$ cat config.mk
export PLATFORM = sky130hd
export DESIGN_NAME = pipe_skid_stage_flat
export DESIGN_NICKNAME = d
export VERILOG_FILES = /design/src/rtl/pipe_skid_stage_if.sv /design/src/rtl/pipe_skid_stage.sv /design/src/flat_wrapper.sv
export SDC_FILE = /design/constraint.sdc
export NUM_CORES = 1
export LEC_CHECK = 0
export BUFFER_PORTS_ARGS = -buffer_cell sky130_fd_sc_hd__buf_2
export CORE_MARGIN = 8
export CORE_UTILIZATION = 49
export DETAILED_ROUTE_END_ITERATION = 12
export PLACE_DENSITY = 0.77
export SYNTH_ARGS = -nofsm -noshare
export SYNTH_HDL_FRONTEND = slang
export SYNTH_SLANG_ARGS = --single-unit
$ cat constraint.sdc
create_clock -name clk -period 1.9 [get_ports clk]
set_input_delay 0.38 -clock clk [delete_from_list [all_inputs] [get_ports clk]]
set_output_delay 0.38 -clock clk [all_outputs]
set_load 0.005 [all_outputs]
$ cat src/rtl/pipe_skid_stage_if.sv
// rtl/pipe_skid_stage_if.sv - valid/ready payload+control handshake bundle
interface pipe_skid_stage_if #(
    parameter int DATA_W = 128,
    parameter int CTRL_W = 8
);
    logic              valid;
    logic              ready;
    logic [DATA_W-1:0] data;
    logic [CTRL_W-1:0] ctrl;

    modport master (output valid, output data, output ctrl, input ready);
    modport slave  (input valid, input data, input ctrl, output ready);
endinterface

$ cat src/rtl/pipe_skid_stage.sv
// rtl/pipe_skid_stage.sv - flow-controlled pipeline register with 2-entry skid, flush and stall counter
module pipe_skid_stage #(
    parameter int DATA_W = 128,
    parameter int CTRL_W = 8,
    parameter int CNT_W  = 16
) (
    input  logic             clk,
    input  logic             reset,
    pipe_skid_stage_if.slave  in_if,
    pipe_skid_stage_if.master out_if,
    input  logic             flush,
    output logic [1:0]       level,
    input  logic             cnt_clr,
    output logic [CNT_W-1:0] stall_cnt
);

    // Encoding doubles as the occupancy count.
    typedef enum logic [1:0] {
        ST_EMPTY = 2'd0,
        ST_ONE   = 2'd1,
        ST_FULL  = 2'd2
    } state_t;

    state_t            state_q, state_d;
    logic [DATA_W-1:0] main_data_q, main_data_d;
    logic [CTRL_W-1:0] main_ctrl_q, main_ctrl_d;
    logic [DATA_W-1:0] skid_data_q, skid_data_d;
    logic [CTRL_W-1:0] skid_ctrl_q, skid_ctrl_d;
    logic [CNT_W-1:0]  stall_cnt_q, stall_cnt_d;

    logic in_ready;
    logic out_valid;
    logic in_fire;
    logic out_fire;

    // Handshake outputs come straight from state flops so no input reaches them combinationally.
    assign in_ready     = (state_q != ST_FULL);
    assign out_valid    = (state_q != ST_EMPTY);
    assign in_if.ready  = in_ready;
    assign out_if.valid = out_valid;
    assign out_if.data  = main_data_q;
    assign out_if.ctrl  = out_valid ? main_ctrl_q : '0;
    assign level        = state_q;
    assign stall_cnt    = stall_cnt_q;

    assign in_fire  = in_if.valid & in_ready;
    assign out_fire = out_valid & out_if.ready;

    // Next-state: occupancy transitions, flush override, saturating stall counter.
    always_comb begin
        state_d     = state_q;
        main_data_d = main_data_q;
        main_ctrl_d = main_ctrl_q;
        skid_data_d = skid_data_q;
        skid_ctrl_d = skid_ctrl_q;
        stall_cnt_d = stall_cnt_q;

        case (state_q)
            ST_EMPTY: begin
                if (in_fire) begin
                    state_d     = ST_ONE;
                    main_data_d = in_if.data;
                    main_ctrl_d = in_if.ctrl;
                end
            end
            ST_ONE: begin
                if (in_fire && out_fire) begin
                    main_data_d = in_if.data;
                    main_ctrl_d = in_if.ctrl;
                end else if (in_fire) begin
                    state_d     = ST_FULL;
                    skid_data_d = in_if.data;
                    skid_ctrl_d = in_if.ctrl;
                end else if (out_fire) begin
                    state_d = ST_EMPTY;
                end
            end
            ST_FULL: begin
                if (out_fire) begin
                    state_d     = ST_ONE;
                    main_data_d = skid_data_q;
                    main_ctrl_d = skid_ctrl_q;
                end
            end
            default: begin
                state_d = ST_EMPTY;
            end
        endcase

        // Flush turns held entries into bubbles; payload is left as-is, control is zeroed.
        if (flush) begin
            state_d     = ST_EMPTY;
            main_data_d = main_data_q;
            skid_data_d = skid_data_q;
            main_ctrl_d = '0;
            skid_ctrl_d = '0;
        end

        if (cnt_clr) begin
            stall_cnt_d = '0;
        end else if (out_valid && !out_if.ready && (stall_cnt_q != {CNT_W{1'b1}})) begin
            stall_cnt_d = stall_cnt_q + 1'b1;
        end
    end

    // State and storage registers with asynchronous active-low reset.
    always_ff @(posedge clk or negedge reset) begin
        if (!reset) begin
            state_q     <= ST_EMPTY;
            main_data_q <= '0;
            main_ctrl_q <= '0;
            skid_data_q <= '0;
            skid_ctrl_q <= '0;
            stall_cnt_q <= '0;
        end else begin
            state_q     <= state_d;
            main_data_q <= main_data_d;
            main_ctrl_q <= main_ctrl_d;
            skid_data_q <= skid_data_d;
            skid_ctrl_q <= skid_ctrl_d;
            stall_cnt_q <= stall_cnt_d;
        end
    end

endmodule
$ cat src/flat_wrapper.sv
// flat-port wrapper written by rule: the top's interface ports become plain ports
module pipe_skid_stage_flat 
#(
    parameter int DATA_W = 128,
    parameter int CTRL_W = 8,
    parameter int CNT_W  = 16
)
  (clk, reset, flush, level, cnt_clr, stall_cnt, in_if_valid, in_if_data, in_if_ctrl, in_if_ready, out_if_valid, out_if_data, out_if_ctrl, out_if_ready);
  pipe_skid_stage_if #(.DATA_W(DATA_W), .CTRL_W(CTRL_W)) in_if_i ();
  pipe_skid_stage_if #(.DATA_W(DATA_W), .CTRL_W(CTRL_W)) out_if_i ();
  input  logic clk;
  input  logic reset;
  input  logic flush;
  output logic [1:0] level;
  input  logic cnt_clr;
  output logic [CNT_W-1:0] stall_cnt;
  input wire logic [$bits(in_if_i.valid)-1:0] in_if_valid;
  input wire logic [$bits(in_if_i.data)-1:0] in_if_data;
  input wire logic [$bits(in_if_i.ctrl)-1:0] in_if_ctrl;
  output wire logic [$bits(in_if_i.ready)-1:0] in_if_ready;
  output wire logic [$bits(out_if_i.valid)-1:0] out_if_valid;
  output wire logic [$bits(out_if_i.data)-1:0] out_if_data;
  output wire logic [$bits(out_if_i.ctrl)-1:0] out_if_ctrl;
  input wire logic [$bits(out_if_i.ready)-1:0] out_if_ready;
  assign in_if_i.valid = in_if_valid;
  assign in_if_i.data = in_if_data;
  assign in_if_i.ctrl = in_if_ctrl;
  assign in_if_ready = in_if_i.ready;
  assign out_if_valid = out_if_i.valid;
  assign out_if_data = out_if_i.data;
  assign out_if_ctrl = out_if_i.ctrl;
  assign out_if_i.ready = out_if_ready;
  pipe_skid_stage #(.DATA_W(DATA_W), .CTRL_W(CTRL_W), .CNT_W(CNT_W)) u_core (.clk(clk), .reset(reset), .in_if(in_if_i), .out_if(out_if_i), .flush(flush), .level(level), .cnt_clr(cnt_clr), .stall_cnt(stall_cnt));
endmodule
==> impl_results.md, run 1 <==
- Outcome: finished with violations
- Violated checks: setup timing
- Clk slew on worst S/H paths: around 0.06 ns
- Number of synthesized register bits: 290
- Startpoint Class: flop
- Final setup margin: -0.0350 ns
- Min-delay worst type: in -> reg
- Vias: around 8500
- Worst Hold Path EP: u_core.level[1]
- WHS: 0.0657 ns
- PwrDens: 1030 nW/um2
- Final wirelength: 32700 um
- Leakage: 7.88 nW
- Placer Congestion: 0.791
- Vias in the first global route: slightly above 9000
- Worst Setup End Kind: primary output
- WP data required: between 1.5 and 2 ns
- HP Start: out_if_ready
- Root Buffer: clkbuf_16
- Port Buffer Count: approximately 300
- TritonCTS clock tree: built
- R2r worst-path depth: 8
- Seq/Total Area, Yosys: 57.0%
- First-pass GRT wire length: 49300 um
- Pin count of the biggest net entering global routing: 60
- CP Max Fanout: 5
- Peak VDD IR: 0.000834 V
- CP arrival: 1.55 ns
- CTS max path bufs: 3
- CORE AREA: 25800 um2
- Syn Std Cell Area: between 10000 and 15000 um2
- WHS Path Cells: 2
- Final setup violation count: 38
- Die height: 177 um
- Max Slew Vio Count: 0
- Max-Cap Viols: 0
- I/O pins: approximately 300
- Post-route minimum period: 1.93 ns
- Netlist cell types: 35
- Mean routed wirelength per cell: 20.8 um
- Crit Path Class: reg -> out
- Slew HR: 56.5%
- Die width: 177 um
- Fmax: 517 MHz
- Mean post-synth cell area: 14.9 um2
- Post-DR vias/cell: roughly 5.4
- Post-place setup slack: -0.0298 ns
- Net count after synthesis: around 1000
- Clock latency on the worst-skew pair: 0.55 ns
- Area Growth Syn to Fin: 32.6%
- Initial antenna violation count: 5
- First drt pass iteration count: 4
- Skew final: roughly 0.0091 ns
- Final-report hold violation count: 0
- Overall power consumption: between 15 and 20 mW
- Setup crit start: u_core.level[1]
- Initial Util: between 40% and 50%
- Detailed Place HPWL: 22100 um
- # DRC: 0
- Launching point of the worst reg2reg path: u_core.level[0]
- RSZ-0062 raised after global routing: yes
- FF-to-FF setup slack: -0.03 ns
- Synth warnings: 0
- Rows: 59
- Die ar.: roughly 31000 um2
- Initial DRC Count: 394
- Fin crit share: 102%
- Post-DRT Antenna Nets: 0
- Share of layout cells above drive strength 1: 67.8%
- Clock sink count: 290
- FF-to-FF End: u_core.out_if.data[81]
- CTS buffer count: 30
- Worst Tran Pin Value: 0.649 ns
- H-tree Lvls: 1
- GRT Util Overall: about a fifth
- Nets: around 1400
- Syn Inst Count: 854
- Total congestion overflow: 0
## layer usage
layer | routed length [um] | vias up | track usage (%) | part of all wire [%]
met5 | 18 | - | 0 | 0.055
met4 | 770 | 4 | 5.64 | 2.4
met3 | 2290 | 48 | 4.67 | 7.0
met2 | 16000 | 245 | 32.3 | 49
met1 | 13600 | 4386 | 24.1 | 42
li1 | - | 3857 | - | -
## area by class of cell
cell class	instances	area [um2]
fill	1848	8880
sequential	290	7260
multi-input combinational	508	5640
timing repair buffer	384	2630
clock buffer	43	850
tap	335	419
clock inverter	6	66.3
inverter	4	15.0
antenna	4	10.0
## per-stage QoR
step | cell area [um2] | util [%] | setup TNS (ns) | instances
6_report | 16900 | 65.5 | -0.456 | 1574
3_3_place_gp | 15200 | 59.0 | -0.0634 | 1505
3_5_place_dp | 15200 | 59.0 | -0.187 | 1505
4_1_cts | 16200 | 62.9 | -0.415 | 1559
5_1_grt | 16900 | 65.5 | -12.34 | 1573
2_1_floorplan | 12700 | - | -0.141 | 854
## flip-flops by register name, summed over array words and instances (netlist names)
name,flops
u_core.stall_cnt,16
u_core.skid_data_q,128
u_core.main_ctrl_q,8
u_core.out_if.data,128
u_core.skid_ctrl_q,8
u_core.level,2
## where the power goes
group | switching, mW | internal (mW) | leakage [nW]
clock | 2.35 | 3.20 | 0.452
combinational | 1.27 | 2.22 | 3.90
sequential | 0.756 | 7.57 | 3.54
total | 4.37 | 13.0 | 7.88
## synthesized netlist by cell type, drive strengths merged
cell type  number  area share (%)
or3             2           0.098
o21ai           4            0.16
nor2b          11            0.56
nand4           3            0.15
ha              1           0.098
and2            1           0.049
a22o           16             1.1
nand2b          3            0.15
mux2          393              35
o31ai          10            0.59
nor3            3            0.12
o311a           1           0.079
a21boi          1           0.059
mux2i           1           0.079
and4            4            0.28
nor2            5            0.15
a21oi          15            0.59
o41ai           1           0.069
nand2           5            0.15
o21ba           2            0.16
or4            11            0.65
o311ai          1           0.069
o21bai          2            0.12
nand3          10            0.39
and3            1           0.049
clkbuf          6            0.18
dfrtp         290              57
or2             1           0.049
buf            46             1.9
inv             4            0.12
## cell usage in the layout, fill, tap and decap left out, types with 2 or more instances in the layout
cell type,n
a21oi_1,13
a21oi_2,2
a22o_1,16
and4_1,3
buf_12,18
buf_16,4
buf_2,295
buf_4,42
buf_6,15
buf_8,4
clkbuf_1,8
clkbuf_16,35
clkbuf_8,5
clkinv_2,4
dfrtp_1,288
dfrtp_2,2
diode_2,4
inv_1,2
inv_2,2
mux2_2,291
mux2_4,102
nand2_1,5
nand2b_1,3
nand3_1,10
nand4_1,3
nor2_1,4
nor2b_1,5
nor2b_2,4
nor2b_4,2
nor3_1,2
o21ai_0,4
o21bai_1,2
o31ai_1,10
or3_1,2
or4_1,10
## worst max path at each step
stage / end / slack (ns) / cells after the start
floorplan: u_core.out_if.data[87] / -0.01 / 6
detailed placement: u_core.stall_cnt[3] / -0.03 / 5
finish: out_if_ctrl[1] / -0.03 / 5
global route: u_core.out_if.data[31] / -0.11 / 8
CTS: out_if_ctrl[7] / -0.04 / 5
global placement: u_core.skid_data_q[105] / -0.009 / 6
## cells by family after synthesis
family / synth area share, %
AOI/OAI and AO/OA: 2.99
adders and majority gates: 0.0983
buffers and inverters: 2.21
DFF: 57.0
muxes: 34.9
and+or+nand+nor: 2.83
## repair_timing
item / 4_1_cts / 5_1_grt
hold endpoints to repair: 30 / 0
hold buffers: 1 / 0
pin swaps: 1 / 3
setup buffers: 3 / 5
endpoints found under the setup margin: 48 / 198
gates cloned: 1 / 6
gates resized for setup: 19 / 128
## worst max-delay path: stages, from the launching register on
cell,delay (ns)
dfrtp_1,0.42
buf_6,0.15
nor2_4,0.13
buf_6,0.14
nor2b_1,0.06
buf_2,0.13
(Power assumes the default switching activity.)
==> run 2, diff against run 1 <==
Settings changed: CTS_CLUSTER_SIZE set to 40, REMOVE_ABC_BUFFERS set to 1.
==> impl_results.md, run 2 (synthesized netlist as in run 1, its figures left out) <==
- Overall power consumption: 17.6 mW (+1.1%)
- First-pass GRT wire length: 49000 um (-0.60%)
- CTS buffer count: 30 (unchanged)
- Post-Place Cells: 1498 (-0.47%)
- Post-place setup slack: 0.00202 ns (+0.0318 ns)
- PwrDens: 1040 nW/um2 (+0.88%)
- Post-route minimum period: 1.93 ns (-0.00971 ns)
- Net Sw Power: 4.46 mW (+2.0%)
- Vias: 8575 (+0.41%)
- Worst Setup End Kind: primary output
- Pin count of the biggest net entering global routing: 49 (-18%)
- RSZ-0062 raised after global routing: yes
- Die ar.: 31400 um2 (unchanged)
- CP arrival: 1.55 ns (about the same)
- Rows: 59 (unchanged)
- Min-delay worst type: in -> reg
- WP data required: 1.52 ns (about the same)
- Die height: 177 um (unchanged)
- Final wirelength: 33600 um (+2.8%)
- Initial antenna violation count: 5 (unchanged)
- Placed cell area: 15000 um2 (-1.0%)
- Int Pwr: 13.1 mW (+0.85%)
- Final Instance Count excl. Fillers: 1591 (+1.1%)
- I/O pins: 298 (unchanged)
- Switching share of power: 25.4% (+0.22 points)
- Final instance area: 16900 um2 (+0.27%)
- Die width: 177 um (unchanged)
- Sequential power share: 47.4% (-0.6 points)
- Slew HR: 65.9% (+9.3 points)
- Peak VDD IR: 0.000919 V (+10%)
- CORE AREA: 25800 um2 (unchanged)
- Outcome: finished with violations
- Vias in the first global route: 9390 (+1.2%)
- Clock latency on the worst-skew pair: 0.55 ns (about the same)
- Worst Tran Pin Value: 0.512 ns (-0.137 ns)
- Placer Congestion: 0.786 (-0.63%)
- # DRC: 0 (unchanged)
- Total congestion overflow: 0 (unchanged)
- Share of layout cells above drive strength 1: 68.7% (+0.95 points)
- CP Max Fanout: 6 (+1)
- Fmax: 519 MHz (+0.50%)
- Final-report hold violation count: 0 (unchanged)
- Leakage: 7.86 nW (-0.33%)
- Max Slew Vio Count: 0 (unchanged)
- Clk slew on worst S/H paths: 0.06 ns (about the same)
- Most frequent cells in the layout: 323 x mux2_2, 297 x buf_2, 290 x dfrtp_1
- Final setup margin: -0.0253 ns (+0.00971 ns)
- Port Buffer Count: 297 (unchanged)
- CTS max path bufs: 3 (unchanged)
- Combinational Power Share: 19.5% (-0.6 points)
- Most common cell after layout, fill and taps aside: mux2_2
- Clock sink count: 290 (unchanged)
- Detailed Place HPWL: 21600 um (-2.3%)
- Final setup violation count: 12 (-68%)
- Post-DR vias/cell: 5.39 (-0.66%)
- Fin crit share: 101% (-0.51 points)
- Max-Cap Viols: 0 (unchanged)
- Crit Path Class: reg -> out
- Skew final: 0.00839 ns (-0.000687 ns)
- Violated checks: setup timing
- H-tree Lvls: 1 (unchanged)
- Startpoint Class: flop
- Initial DRC Count: 398 (+1.0%)
- First drt pass iteration count: 4 (unchanged)
- Clock share of power: 33.1% (+1.1 points)
- Root Buffer: clkbuf_16
- Area Growth Syn to Fin: 33.0%
- FF-to-FF setup slack: -0.01 ns (+0.02 ns)
- Initial Util: 49.4% (unchanged)
- Final design utilization: 65.7% (+0.17 points)
- Post-DRT Antenna Nets: 0 (unchanged)
- GRT Util Overall: 19.0% (-0.15 points)
- Nets: 1370 (+0.66%)
- Mean routed wirelength per cell: 21.1 um (+1.7%)
- TritonCTS clock tree: built
## run 2: repair_timing
action | CTS | global route
pin swaps | 1 | 5
gates resized for setup | 8 | 113
setup buffers | 3 | 13
hold buffers | 1 | 0
endpoints found under the hold margin | 37 | 0
endpoints found under the setup margin | 20 | 238
gates cloned | 0 | 15
## run 2: metrics by stage
stage	hold WS, ns	setup TNS (ns)
after floorplan	0.0844	-1894.42
after global placement	0.338	0
after detailed placement	0.338	0
after CTS	0.0195	-0.343
after global routing	0.0500	-6.61
final	0.0734	-0.157
## run 2: worst paths after layout
kind	start	endpoint	cells past startpoint
worst max-delay path	u_core.level[1]	out_if_ctrl[4]	5
worst min-delay path	in_if_ctrl[0]	u_core.skid_ctrl_q[0]	2
worst max register to register	u_core.level[1]	u_core.out_if.data[32]	7
worst min register to register	u_core.skid_ctrl_q[5]	u_core.skid_ctrl_q[5]	1
max in group asynchronous	reset	u_core.out_if.data[61]	3
min in group asynchronous	reset	u_core.skid_data_q[17]	2
## run 2: cell type report
type | instances | area [um2]
clock buffers | 45 | 898
well taps | 335 | 419
fillers | 1830 | 8840
repair buffers | 393 | 2690
flip-flops and latches | 290 | 7260
multi-input cells | 508 | 5550
inverters | 4 | 15.0
clock inverters | 10 | 86.3
diodes | 6 | 15.0
## run 2: power groups by stage
stage | Clock, mW | Combinational [mW] | Sequential (mW)
2_1_floorplan | 0 | 1.67 | 8.24
3_3_place_gp | 0 | 2.96 | 8.27
3_5_place_dp | 0 | 3.07 | 8.36
4_1_cts | 5.93 | 3.12 | 8.28
5_1_grt | 6.19 | 3.73 | 8.49
6_report | 5.81 | 3.43 | 8.32
## run 2: critical path: stages, from the launching register on
cell	delay [ns]
dfrtp_1	0.42
buf_6	0.15
nor2_4	0.11
buf_6	0.14
nor2b_2	0.05
buf_2	0.12
## run 2: per-layer routing
metal | share of wire (%) | wire length, um | GRT usage [%]
met5 | 0.062 | 21 | 0
met4 | 2.6 | 867 | 5.78
met2 | 48 | 16200 | 31.7
met1 | 41 | 13600 | 23.0
met3 | 8.5 | 2860 | 6.29
==> run 3, diff against run 2 <==
Settings changed: SKIP_CTS_REPAIR_TIMING set to 1.
==> impl_results.md, run 3 (synthesized netlist as in run 1, its figures left out) <==
- Worst Tran Pin Value: 0.503 ns (-0.00909 ns)
- CP arrival: 1.58 ns (+0.03 ns)
- Vias in the first global route: 9350 (-0.43%)
- CTS max path bufs: 3 (unchanged)
- Vias: 8487 (-1.0%)
- Initial Util: 49.4% (unchanged)
- Overall power consumption: 17.4 mW (-0.91%)
- Clk slew on worst S/H paths: 0.06 ns (about the same)
- Final wirelength: 32800 um (-2.5%)
- Area Growth Syn to Fin: 30.8%
- Total congestion overflow: 0 (unchanged)
- GRT Util Overall: 18.9% (-0.069 points)
- FF-to-FF End: u_core.out_if.data[6]
- Die ar.: 31400 um2 (unchanged)
- Root Buffer: clkbuf_16
- WHS: 0.0512 ns (-0.0222 ns)
- Clock sink count: 290 (unchanged)
- Peak VDD IR: 0.000910 V (-1.0%)
- Share of layout cells above drive strength 1: 68.0% (-0.76 points)
- Violated checks: setup timing
- Rows: 59 (unchanged)
- Worst Setup End Kind: primary output
- Detailed Place HPWL: 21600 um (unchanged)
- Launching point of the worst reg2reg path: u_core.level[1]
- Fin crit share: 103% (+1.7 points)
- Leakage: 7.65 nW (-2.6%)
- Final setup margin: -0.0574 ns (-0.0321 ns)
- Initial DRC Count: 391 (-1.8%)
- TritonCTS clock tree: built
- Slew HR: 66.5% (+0.61 points)
- Fmax: 511 MHz (-1.6%)
- Worst Hold Path EP: u_core.level[1]
- Min-delay worst type: in -> reg
- HP Start: out_if_ready
- Post-route minimum period: 1.96 ns (+0.0321 ns)
- CTS buffer count: 30 (unchanged)
- CORE AREA: 25800 um2 (unchanged)
- WP data required: 1.52 ns (about the same)
- FF-to-FF setup slack: 0.01 ns (+0.02 ns)
- Most frequent cells in the layout: 355 x mux2_2, 296 x buf_2, 290 x dfrtp_1
- Placed cell area: 15000 um2 (unchanged)
- Startpoint Class: flop
- Post-DR vias/cell: 5.39 (about the same)
- Most common cell after layout, fill and taps aside: mux2_2
- Final-report hold violation count: 0 (unchanged)
- Port Buffer Count: 297 (unchanged)
- First drt pass iteration count: 4 (unchanged)
- Die width: 177 um (unchanged)
- Skew final: 0.0118 ns (+0.00339 ns)
- Outcome: finished with violations
- Initial antenna violation count: 5 (unchanged)
- R2r worst-path depth: 7 (unchanged)
- First-pass GRT wire length: 48800 um (-0.30%)
- WHS Path Cells: 2 (unchanged)
- Pin count of the biggest net entering global routing: 49 (unchanged)
- Nets: 1356 (-1.0%)
- Max Slew Vio Count: 0 (unchanged)
- Post-DRT Antenna Nets: 0 (unchanged)
- Mean routed wirelength per cell: 20.8 um (-1.5%)
- Setup crit start: u_core.level[0]
- Setup TNS: -0.349 ns (-0.192 ns)
- Clock latency on the worst-skew pair: 0.54 ns (about the same)
- Placer Congestion: 0.786 (unchanged)
- Final instance area: 16700 um2 (-1.6%)
- Crit Path Class: reg -> out
- PwrDens: 1040 nW/um2 (+0.72%)
- Die height: 177 um (unchanged)
- RSZ-0062 raised after global routing: yes
- H-tree Lvls: 1 (unchanged)
- CP Max Fanout: 8 (+2)
- # DRC: 0 (unchanged)
- I/O pins: 298 (unchanged)
- Final setup violation count: 9 (-3)
- Max-Cap Viols: 0 (unchanged)
==> run 3: cell types whose count changed in the layout (fill, tap and decap cells not counted), moves of 2 or more <==
cell / previous run / this run
buf_8: 6 / 2
buf_4: 52 / 44
mux2_4: 70 / 38
a21oi_1: 12 / 14
or4_1: 8 / 10
clkbuf_16: 39 / 41
or4_4: 3 / 1
mux2_2: 323 / 355
a21oi_2: 3 / 1
==> run 3: worst max path at each step <==
stage	end	slack, ns
after floorplan	u_core.skid_data_q[0]	-9.04
after global placement	u_core.stall_cnt[3]	0.04
after detailed placement	u_core.stall_cnt[7]	0.002
after CTS	out_if_ctrl[3]	-0.24
after global routing	out_if_ctrl[6]	-0.12
final	out_if_ctrl[7]	-0.06
==> run 3: critical path: stages (launching register included) <==
cell	delay, ns
dfrtp_1	0.42
buf_6	0.16
nor2_4	0.13
buf_6	0.15
nor2b_2	0.05
buf_2	0.13
==> run 3: cell type report <==
class | count | area (um2)
Clock inverter | 10 | 86.3
Fill cell | 1893 | 9110
Tap cell | 335 | 419
Sequential cell | 290 | 7260
Clock buffer | 45 | 898
Inverter | 4 | 15.0
Antenna cell | 5 | 12.5
Multi-Input combinational cell | 508 | 5410
Timing Repair Buffer | 379 | 2560
==> run 3: power by group <==
group / internal, mW / switching (mW) / leakage [nW]
sequential: 7.57 / 0.738 / 3.54
clock: 3.39 / 2.40 / 0.479
combinational: 2.05 / 1.26 / 3.63
total: 13.0 / 4.40 / 7.65
==> run 3: through the flow <==
stage | setup WS, ns | std cells | util, %
floorplan | -9.04 | 802 | -
global placement | 0.0412 | 1498 | 58.4
detailed placement | 0.00202 | 1498 | 58.4
CTS | -0.244 | 1553 | 62.2
global route | -0.120 | 1574 | 64.6
finish | -0.0574 | 1576 | 64.6
==> run 3: per-layer routing <==
metal	vias up	track usage (%)	wire length, um
met3	62	6.32	2610
met2	243	31.6	16000
met4	4	5.71	790
met1	4320	22.9	13300
met5	-	0	26
li1	3858	-	-
